`src/rtl/sentinel_pkg.sv`:
```
// Shared state encoding and 7-segment status codes for the sentinel attempt controller.
package sentinel_pkg;

    typedef enum logic [1:0] {
        IDLE    = 2'd0,
        CHECK   = 2'd1,
        GRANTED = 2'd2,
        LOCKOUT = 2'd3
    } state_t;

    // Segment patterns are {dp,g,f,e,d,c,b,a}, active low.
    localparam logic [7:0] SEG_LOCKED   = 8'hC7;
    localparam logic [7:0] SEG_UNLOCKED = 8'hC1;
    localparam logic [7:0] SEG_LOCKOUT  = 8'hBF;
    localparam logic [7:0] SEG_OFF      = 8'hFF;

    // Status glyph shown for a given controller state.
    function automatic logic [7:0] segFor(input state_t s);
        logic [7:0] seg;
        seg = SEG_LOCKED;
        case (s)
            GRANTED: seg = SEG_UNLOCKED;
            LOCKOUT: seg = SEG_LOCKOUT;
            default: seg = SEG_LOCKED;
        endcase
        return seg;
    endfunction

endpackage

```
`src/rtl/sentinel_sync_edge.sv`:
```
// Multi-flop synchroniser for the raw SUBMIT button plus a one-cycle rising-edge pulse.
module sentinel_sync_edge #(
    parameter int SYNC_STAGES = 2
) (
    input  logic clk,
    input  logic rst_n,
    input  logic i_async,
    output logic o_rise
);

    logic [SYNC_STAGES-1:0] r_sync;
    logic                   r_prev;

    // Shift the button through the synchroniser and keep the previous settled sample.
    always_ff @(posedge clk or negedge rst_n) begin
        if (!rst_n) begin
            r_sync <= '0;
            r_prev <= 1'b0;
        end else begin
            r_sync <= {r_sync[SYNC_STAGES-2:0], i_async};
            r_prev <= r_sync[SYNC_STAGES-1];
        end
    end

    assign o_rise = r_sync[SYNC_STAGES-1] & ~r_prev;

endmodule

```
`src/rtl/sentinel_attempt_ctrl.sv`:
```
// Attempt sequencer and lockout controller: latches the key on a press, checks it for one
// cycle, then grants a timed unlock or counts the failure, locking out with exponential backoff.
module sentinel_attempt_ctrl
    import sentinel_pkg::*;
#(
    parameter int MAX_FAILS    = 3,
    parameter int LOCKOUT_BASE = 1024,
    parameter int MAX_BACKOFF  = 4,
    parameter int GRANT_CYCLES = 4096,
    parameter int SYNC_STAGES  = 2
) (
    input  logic       clk,
    input  logic       rst_n,
    input  logic       ena,
    input  logic [7:0] key_in,
    input  logic       submit,
    output logic [7:0] cmp_key,
    output logic       cmp_valid,
    input  logic       cmp_match,
    output logic       unlocked,
    output logic       locked_out,
    output logic [2:0] fail_count,
    output logic [7:0] seg_out,
    output logic       glow_en
);

    localparam int LOCK_MAX = LOCKOUT_BASE << MAX_BACKOFF;
    localparam int SPAN_MAX = (GRANT_CYCLES > LOCK_MAX) ? GRANT_CYCLES : LOCK_MAX;
    localparam int TW       = $clog2(SPAN_MAX);
    localparam int BW       = (MAX_BACKOFF < 1) ? 1 : $clog2(MAX_BACKOFF + 1);

    state_t          r_state,   w_stateNext;
    logic [TW-1:0]   r_timer,   w_timerNext;
    logic [2:0]      r_fails,   w_failsNext;
    logic [BW-1:0]   r_backoff, w_backoffNext;
    logic [7:0]      r_cmpKey,  w_cmpKeyNext;
    logic [7:0]      r_seg,     w_segNext;
    logic            w_rise;
    logic [31:0]     w_lockSpan;

    sentinel_sync_edge #(
        .SYNC_STAGES(SYNC_STAGES)
    ) u_sync (
        .clk    (clk),
        .rst_n  (rst_n),
        .i_async(submit),
        .o_rise (w_rise)
    );

    // Lockout length doubles with each backoff step; the counter is loaded with one less.
    assign w_lockSpan = 32'(LOCKOUT_BASE) << r_backoff;

    // State, timer, failure/backoff counters, latched key and the registered status glyph.
    always_ff @(posedge clk or negedge rst_n) begin
        if (!rst_n) begin
            r_state   <= IDLE;
            r_timer   <= '0;
            r_fails   <= '0;
            r_backoff <= '0;
            r_cmpKey  <= '0;
            r_seg     <= SEG_OFF;
        end else begin
            r_state   <= w_stateNext;
            r_timer   <= w_timerNext;
            r_fails   <= w_failsNext;
            r_backoff <= w_backoffNext;
            r_cmpKey  <= w_cmpKeyNext;
            r_seg     <= w_segNext;
        end
    end

    // Next-state logic; with ena low everything holds and presses are dropped.
    always_comb begin
        w_stateNext   = r_state;
        w_timerNext   = r_timer;
        w_failsNext   = r_fails;
        w_backoffNext = r_backoff;
        w_cmpKeyNext  = r_cmpKey;
        if (ena) begin
            case (r_state)
                IDLE: begin
                    if (w_rise) begin
                        w_cmpKeyNext = key_in;
                        w_stateNext  = CHECK;
                    end
                end
                CHECK: begin
                    if (cmp_match) begin
                        w_stateNext   = GRANTED;
                        w_timerNext   = TW'(GRANT_CYCLES - 1);
                        w_failsNext   = '0;
                        w_backoffNext = '0;
                    end else if (({1'b0, r_fails} + 4'd1) < 4'(MAX_FAILS)) begin
                        w_failsNext = r_fails + 3'd1;
                        w_stateNext = IDLE;
                    end else begin
                        w_stateNext   = LOCKOUT;
                        w_timerNext   = TW'(w_lockSpan - 32'd1);
                        w_failsNext   = 3'(MAX_FAILS);
                        w_backoffNext = (r_backoff == BW'(MAX_BACKOFF)) ? r_backoff
                                                                         : r_backoff + BW'(1);
                    end
                end
                GRANTED: begin
                    if (w_rise || r_timer == '0) begin
                        w_stateNext = IDLE;
                        w_timerNext = '0;
                    end else begin
                        w_timerNext = r_timer - TW'(1);
                    end
                end
                LOCKOUT: begin
                    if (r_timer == '0) begin
                        w_stateNext = IDLE;
                        w_failsNext = '0;
                    end else begin
                        w_timerNext = r_timer - TW'(1);
                    end
                end
                default: w_stateNext = IDLE;
            endcase
        end
        w_segNext = ena ? segFor(w_stateNext) : SEG_OFF;
    end

    assign cmp_key    = r_cmpKey;
    assign cmp_valid  = (r_state == CHECK) & ena;
    assign unlocked   = (r_state == GRANTED) & ena;
    assign glow_en    = unlocked;
    assign locked_out = (r_state == LOCKOUT);
    assign fail_count = r_fails;
    assign seg_out    = r_seg;

endmodule

```
`config.mk`:
```
export PLATFORM = sky130hd
export DESIGN_NAME = sentinel_attempt_ctrl
export DESIGN_NICKNAME = d
export VERILOG_FILES = /design/src/rtl/sentinel_pkg.sv /design/src/rtl/sentinel_sync_edge.sv /design/src/rtl/sentinel_attempt_ctrl.sv
export SDC_FILE = /design/constraint.sdc
export NUM_CORES = 1
export LEC_CHECK = 0
export CAP_MARGIN = 20
export CORE_AREA = 2 2 55 95
export DETAILED_ROUTE_END_ITERATION = 16
export DIE_AREA = 0 0 57 97
export GPL_TIMING_DRIVEN = 0
export HOLD_SLACK_MARGIN = 0.12
export PLACE_DENSITY_LB_ADDON = 0.2
export SYNTH_ARGS = -nofsm -noshare
export SYNTH_HDL_FRONTEND = slang
export SYNTH_SLANG_ARGS = --single-unit
```
`constraint.sdc`:
```
create_clock -name clk -period 1.9 [get_ports clk]
set_clock_uncertainty 0.05 [all_clocks]
set_input_delay 0.38 -clock clk [delete_from_list [all_inputs] [get_ports clk]]
set_output_delay 0.38 -clock clk [all_outputs]
set_load 0.01 [all_outputs]
```
After elaboration in Yosys (flattened, before gate mapping)
Cells that the tools add are included.
{ "classes": {"shifts": 1, "reduce_logical": 9, "n_eq_ne": 11, "n_mux": 21, "order_cmp": 1, "addsub": 5, "bitwise_logic": 4} }
{ "op_table": {"columns": ["operator", "n"], "rows": [
  ["14-bit two-way mux", 4],
  ["14-bit case mux with 3 select lines", 1],
  ["14-bit by 1-bit subtractor with 14-bit output (second input constant)", 2],
  ["3-bit two-way mux", 6],
  ["14-bit zero test", 1],
  ["7-bit case mux with 2 select lines", 1],
  ["11-bit by 3-bit left shift with 14-bit output (first input constant)", 1],
  ["2-bit two-way mux", 6],
  ["2-bit == test (second input constant)", 4],
  ["8-bit two-way mux", 1],
  ["2-bit case mux with 4 select lines", 1],
  ["4-bit AND reduction", 2],
  ["3-bit by 1-bit adder with 3-bit output (second input constant)", 2],
  ["2-bit inequality test (second input constant)", 3],
  ["3-bit case mux with 2 select lines", 1],
  ["3-bit AND reduction", 2],
  ["3-bit by 1-bit adder with 4-bit output (second input constant)", 1],
  ["4-bit by 2-bit less-than comparator with 1-bit output (second input constant)", 1],
  ["1-bit AND", 3],
  ["3-bit == test (second input constant)", 1],
  ["3-bit inequality test (second input constant)", 1],
  ["3-bit nonzero test", 1],
  ["2-bit by 1-bit == test with 1-bit output (second input constant)", 1],
  ["2-bit zero test", 1],
  ["4 further kinds", 4]
]} }
{ "word_totals": {"output_inout_bits": 23, "inputBits": 13, "reg_bits": 41, "word_cells": 60} }

Logic depth before layout (Yosys ltp)
Gate-level depths: netlist (run 1).
{ "logic_depth": {"ltp_word": 9, "depth_mapped": 9, "depth_no_buf": 8} }

Cells and area by module
From an unflattened synthesis (run 1), not the netlist that was laid out.
{ "hier_totals": {"hier_cells": 208, "hier_area_um2": 2084.5} }
{ "by_module_without_submodules": {"columns": ["module", "seq_area_each_um2", "area_per_inst_um2", "cells_per_inst", "instances"], "rows": [
  ["sentinel_attempt_ctrl", 829.5, 1995.7, 204, 1],
  ["sentinel_sync_edge", 75.1, 88.8, 4, 1]
]} }

Worst setup path after synthesis (run 1)
OpenSTA, ideal clock, no wires.
{ "synth_path": {"path_type": "register to register", "from": "register r_timer[0]", "to": "register r_timer[12]", "setup_time_ps": 121, "required_ps": 1729, "arrival_time_ps": 1922, "setup_slack_ps": -193, "n_path_buf": 0, "path_stages_with_launch": 8, "synth_period_minus_slack_ps": 2093, "path_cell_list": "dfrtp_1 -> inv_1 -> ha_1 -> or3b_2 -> or3_4 -> nor4_2 -> o21ai_1 -> a22o_1"} }
{ "synth_via": {"elab_chain_len": 4, "word_cells_on_any_way": 8, "classes_between": "1 x add/sub; 1 x eq/ne; 3 x mux; 3 x reduce/logical"} }
{ "synth_lines": {"columns": ["element", "line", "source"], "rows": [
  ["from (decl)", "sentinel_attempt_ctrl.sv:33", "logic [TW-1:0] r_timer, w_timerNext;"],
  ["from (signal assigned)", "sentinel_attempt_ctrl.sv:64", "r_timer <= w_timerNext;"],
  ["parallel branches: the longest is 4 deep, another holds 14-bit by 1-bit subtractor with 14-bit output", null, null]
]} }
Several ways; the timed one is not identified. The select of a mux whose other input is x is not followed.
A chain may end at the register's enable or synchronous reset.

Worst setup path after layout (run 1)
{ "layout_path": {"from": "register r_timer[4]", "to": "register r_timer[12]"} }
The elaborated chain is that of the path after synthesis.

==> run summary, run 1 <==
Largest net degree at the start of global routing - 37
Status - complete, but fails checks
Core ar. - 4710 sq um
Synth unique cells - 51
Synth warn - 0
Vias post-DR - 1802
Reg2Reg Setup Slack - -0.14 ns
CP top delay family - simple AND/OR/NAND/NOR gates
Layout cell share with drive strength beyond 1 - 0.276
Critical Setup Path Class - flop to flop
Die W - 57 microns
I/O pin total - 36
RSZ-0062 raised after global routing - yes
Worst endpoint data arrival time - 2.18 ns
Rows - 33
Max-cap violation count - 0
Syn Inst Count - 207
DP Area - 2460 sq um
Fin. max-slew vios - 0
Worst setup path startpoint - r_timer[4]$_DFFE_PN0P_
Final period util - 1.08
Setup slack at placement - -0.450 ns
DR iter-0 viols - 40
IO Port Bufs - 32
WL/cell - 15.8 microns
Final hold slack - 0.132 ns
Setup TNS - -0.772 ns
Least-Margin Pin Slew - 0.821 ns
Buf+Inv Stages, Crit Path - 1
Final WS setup - -0.143 ns
Slowest-stage cell, CP - or4_4
CTS tree - done
Post-detailed-route count of antenna-violating nets - 0
CP max stage delay - 0.53 ns
Setup crit end kind - flop
Cts hold-fix bufs - 0
Final Hold Fails - 0
# DRC - 0
Post-synth top flop - dfrtp_1
CP Launch Type - flop
Number of buffers created by CTS - 5
Worst EP required - 2.03 ns
Leakage dissipation - 1.22 nW
Vias in the first global route - 1787
Clock root cell - clkbuf_8
Power Dens Cells - 1500 nW/um^2
Die Area - 5530 sq um
Drt first pass iters - 5
Overflow left after global routing - 0
Flop and latch count out of synthesis - 36
Rel. slew slack - 0.453
Final core occ - 0.609
Clk Latency, worst-skew pair - 0.29 ns
Final Instance Count excl. Fillers - 320
Worst-case reg-to-reg path depth - 6
Reg2reg end - r_timer[12]$_DFFE_PN0P_
Die Y - 97 microns
Register area - 906 sq um
Critical path, cell by cell - buf_6 > or4_4 > or3_4 > nor4_4 > o21ai_1 > a22o_1
# fillers - 411
Area of the mapped netlist - 2060 sq um
Crit path max fanout - 8
Cells after DPL - 292
RR Startpoint - r_timer[4]$_DFFE_PN0P_
First-pass GRT wire length - 8530 microns
Synthesis-to-layout area growth - 38.9%
RePlAce Congestion - 0.898
Starting density of the core - 0.439
Final Power - 4.32 mW
Final instance area - 2870 sq um
Maximum vdd drop - 0.871 mV
Clock sinks - 36
CTS max path bufs - 2
Avg Vias per Cell - 5.63
Sequential share of the synthesized area - 0.438
Post-synth EDFFs - 0
WL final - 5060 microns
Overall routing resource usage - 0.195
H-tree Lvls - 2
# setup viols final - 13
FMAX - 0.490 GHz
DPL Wire Length - 3430 microns
Fin nets - 289
Failing checks - setup timing
N_diodes - 0
Initial antenna violation count - 0
Area taken by multi-input logic gates - 1130 sq um
Avg Cell Area, Syn - 9.97 sq um
Worst-path clk slew - 0.08 ns
Async S/R FF share, synth - 1.00
Min-Delay Path Class - input port to async pin
Minimum clock period - 2.04 ns
-- metal layers --
layer | track usage | vias up | wire length (microns)
met5 | 0 | - | 0
met4 | 0.0859 | 0 | 200
met3 | 0.0361 | 18 | 208
met2 | 0.344 | 55 | 2720
met1 | 0.220 | 868 | 1930
li1 | - | 861 | -
-- layout make-up --
type / count / area share
plain buffers: 16 / 0.0519
flip-flops and latches: 36 / 0.316
repair buffers: 53 / 0.163
clock buffers: 5 / 0.0240
clock inverters: 3 / 0.0161
well taps: 52 / 0.0227
multi-input cells: 146 / 0.395
inverters: 9 / 0.0118
-- sequential cells by signal, indices dropped and copies added (netlist names) --
register	cells
r_timer	14
cmp_key	8
fail_count	3
r_backoff	3
seg_out	3
r_state	2
u_sync.r_sync	2
u_sync.r_prev	1
-- cells in the final DEF (no fill, tap or decap), types with 3 or more instances in the layout --
cell type	netlist	layout
nand2_1	13	12
mux2_1	8	8
dlygate4sd2_1	0	5
nor3_1	10	8
inv_1	8	6
inv_2	1	3
dfrtp_1	33	32
o21ai_0	19	16
o31ai_1	4	4
buf_6	3	7
buf_4	7	29
ha_1	9	7
dfstp_2	3	3
clkdlybuf4s50_1	0	23
nand2b_1	7	7
clkbuf_8	0	6
o21ai_1	6	9
nand3_1	3	3
nor2_1	17	14
a22o_1	11	11
-- power by group --
part / switching, mW / total [mW] / internal [mW]
Clock: 0.299 / 0.694 / 0.395
Sequential: 0.336 / 1.42 / 1.09
Combinational: 1.03 / 2.20 / 1.17
Total: 1.67 / 4.32 / 2.65
-- worst register-to-register path, stage by stage, from the launching register on --
cell,delay (ns)
dfrtp_1,0.38
buf_6,0.14
or4_4,0.53
or3_4,0.39
nor4_4,0.14
o21ai_1,0.09
a22o_1,0.22
-- worst max-delay path by stage --
stage | to | cells after the start
after floorplan | r_timer[12]$_DFFE_PN0P_ | 6
after global placement | cmp_key[3]$_DFFE_PN0P_ | 1
after detailed placement | unlocked | 5
after CTS | r_timer[12]$_DFFE_PN0P_ | 7
after global routing | r_timer[12]$_DFFE_PN0P_ | 7
final | r_timer[12]$_DFFE_PN0P_ | 6
-- cells in the mapped netlist (2+ instances only) --
cell type	n	share of area
a21o_1	2	0.0073
a22o_1	11	0.047
and3_1	2	0.0061
buf_2	3	0.0073
buf_4	7	0.025
buf_6	3	0.016
clkbuf_1	4	0.0073
dfrtp_1	33	0.40
dfstp_2	3	0.038
ha_1	9	0.055
inv_1	8	0.015
mux2_1	8	0.044
nand2_1	13	0.024
nand2b_1	7	0.021
nand3_1	3	0.0073
nand4_1	2	0.0061
nor2_1	17	0.031
nor3_1	10	0.024
nor4_2	2	0.012
o21ai_0	19	0.046
o21ai_1	6	0.015
o31ai_1	4	0.015
o41ai_1	2	0.0085
xnor2_1	2	0.0085
-- what timing repair did --
action                     4_1_cts  5_1_grt
pin swaps                        8        7
setup endpoints to repair       25       29
buffers inserted                14        7
resized for setup               39        8
-- cells by family (layout without fill, tap and decap cells) --
group | count (synthesis) | after routing | synth area share
buf+inv | 26 | 86 | 0.0727
xor+xnor | 2 | 2 | 0.00849
flops | 36 | 36 | 0.438
fa+ha+maj | 9 | 9 | 0.0545
compound gates | 57 | 57 | 0.190
mux | 8 | 8 | 0.0436
other cells | 1 | 2 | 0.00182
simple gates | 68 | 68 | 0.190
Note: power is estimated with default switching activity, not from simulation.
==> run 2: changes to the inputs <==
GPL_TIMING_DRIVEN = default   (was 0)
==> run summary, run 2 (same netlist as run 1, synthesis figures left out) <==
Post-detailed-route count of antenna-violating nets - 0
Top reg by flops - r_timer
Critical Setup Path Class - flop to flop
Clock sinks - 36
Reg2Reg Setup Slack - -0.17 ns
Commonest cells after routing, fill and taps aside - buf_4 (43), dfrtp_1 (29), clkdlybuf4s50_1 (27), o21ai_0 (16)
Drt first pass iters - 4
Largest register FFs - 14
Overall routing resource usage - 0.200
DPL Wire Length - 3660 microns
Starting density of the core - 0.439
Number of buffers created by CTS - 5
Min-Delay Path Class - flop to flop
Least-Margin Pin Slew - 0.548 ns
Commonest non-fill, non-tap cell in the layout - buf_4
Worst-path clk slew - 0.07 ns
FMAX - 0.483 GHz
Die Area - 5530 sq um
Rel. slew slack - 0.632
# DRC - 0
Status - complete, but fails checks
Minimum clock period - 2.07 ns
Final period util - 1.09
Overflow left after global routing - 0
Core ar. - 4710 sq um
Leakage dissipation - 1.36 nW
WL met1 - 2000 microns
DP Area - 2710 sq um
Clk Latency, worst-skew pair - 0.29 ns
Max Used Layer - met4
Final hold slack - 0.307 ns
Fin nets - 311
Vias post-DR - 1857
CTS max path bufs - 2
Final WS setup - -0.170 ns
Failing checks - setup timing
RSZ-0062 raised after global routing - yes
Die W - 57 microns
Rows - 33
Crit path max fanout - 12
# setup viols final - 15
Met2 wire length - 2900 microns
DR iter-0 viols - 28
RePlAce Congestion - 0.847
Avg Vias per Cell - 5.43
Clock root cell - clkbuf_8
Layout cell share with drive strength beyond 1 - 0.359
CP Launch Type - flop
Worst endpoint data arrival time - 2.20 ns
Initial antenna violation count - 0
Max-cap violation count - 0
Die Y - 97 microns
Maximum vdd drop - 0.959 mV
Power Dens Cells - 1510 nW/um^2
N_diodes - 0
First-pass GRT wire length - 8720 microns
WL final - 5270 microns
I/O pin total - 36
Synthesis-to-layout area growth - 50.8%
Fin. max-slew vios - 0
Largest net degree at the start of global routing - 37
Setup crit end kind - flop
Vias in the first global route - 1901
Final Power - 4.69 mW
Final Hold Fails - 0
Final instance area - 3110 sq um
WL met3 - 147 microns
WL/cell - 15.4 microns
# fillers - 387
H-tree Lvls - 2
Worst EP required - 2.03 ns
IO Port Bufs - 33
CTS tree - done
Setup slack at placement - -0.319 ns
-- run 2: cell count changes in the layout (fill, tap and decap cells not counted), moves of 2 or more --
cell	change
dfrtp_1	-3
o21ai_2	+4
clkdlybuf4s50_1	+4
dlygate4sd2_1	-2
o21ai_1	-4
buf_4	+14
buf_6	+7
dfrtp_2	+3
-- run 2: critical path, cell delays in order, from the launching register on --
cell and delay (ns):
dfrtp_1 0.39, nor3_1 0.49, buf_4 0.24, a41o_4 0.25, buf_4 0.19, o21ai_0 0.11
a22o_1 0.24
-- run 2: area by class of cell --
class	count	area, sq um	area share
Sequential cell	36	910	0.292
Clock inverter	3	42.5	0.0137
Tap cell	52	65.1	0.0209
Inverter	9	33.8	0.0109
Clock buffer	5	68.8	0.0221
Timing Repair Buffer	91	817	0.262
Multi-Input combinational cell	146	1180	0.378
-- run 2: path summary, 6_finish.rpt --
| kind | from | endpoint | cells past startpoint |
|---|---|---|---|
| min in group asynchronous | rst_n | r_timer[10]$_DFFE_PN0P_ | 3 |
| max in group asynchronous | rst_n | seg_out[2]$_DFF_PN1_ | 3 |
| setup reg to reg | r_timer[8]$_DFFE_PN0P_ | r_timer[2]$_DFFE_PN0P_ | 6 |
| hold reg to reg | u_sync.r_sync[0]$_DFF_PN0_ | u_sync.r_sync[1]$_DFF_PN0_ | 0 |
| hold / removal | u_sync.r_sync[0]$_DFF_PN0_ | u_sync.r_sync[1]$_DFF_PN0_ | 0 |
| setup / recovery | r_timer[8]$_DFFE_PN0P_ | r_timer[2]$_DFFE_PN0P_ | 6 |
-- run 2: stage by stage --
step	utilization	TNS [ns]	std cells
finish	0.661	-1.49	342
global route	0.661	-2.24	342
CTS	0.639	-0.948	339
detailed placement	0.576	-4.74	323
global placement	0.576	-4.19	323
floorplan	-	-0.0778	208
-- run 2: report_power, final --
group	total (mW)	switching, mW	internal (mW)
registers	1.37	0.274	1.10
clock network	0.672	0.284	0.388
logic	2.65	1.21	1.44
-- run 2: what timing repair did --
action	in CTS	in global routing
hold buffers	1	0
endpoints found under the hold margin	33	0
endpoints found under the setup margin	24	23
resized for setup	29	24
setup buffers	7	3
pin swaps	10	13
-- run 2: metal layers --
metal | vias up | track usage
li1 | 912 | -
met1 | 892 | 0.223
met2 | 35 | 0.353
met3 | 18 | 0.0281
met4 | 0 | 0.107
met5 | - | 0
==> run 3: changes to the inputs <==
CAP_MARGIN = default   (was 20)
==> results of run 3 <==
No change in the layout: final DEF, timing and power equal those of run 2.
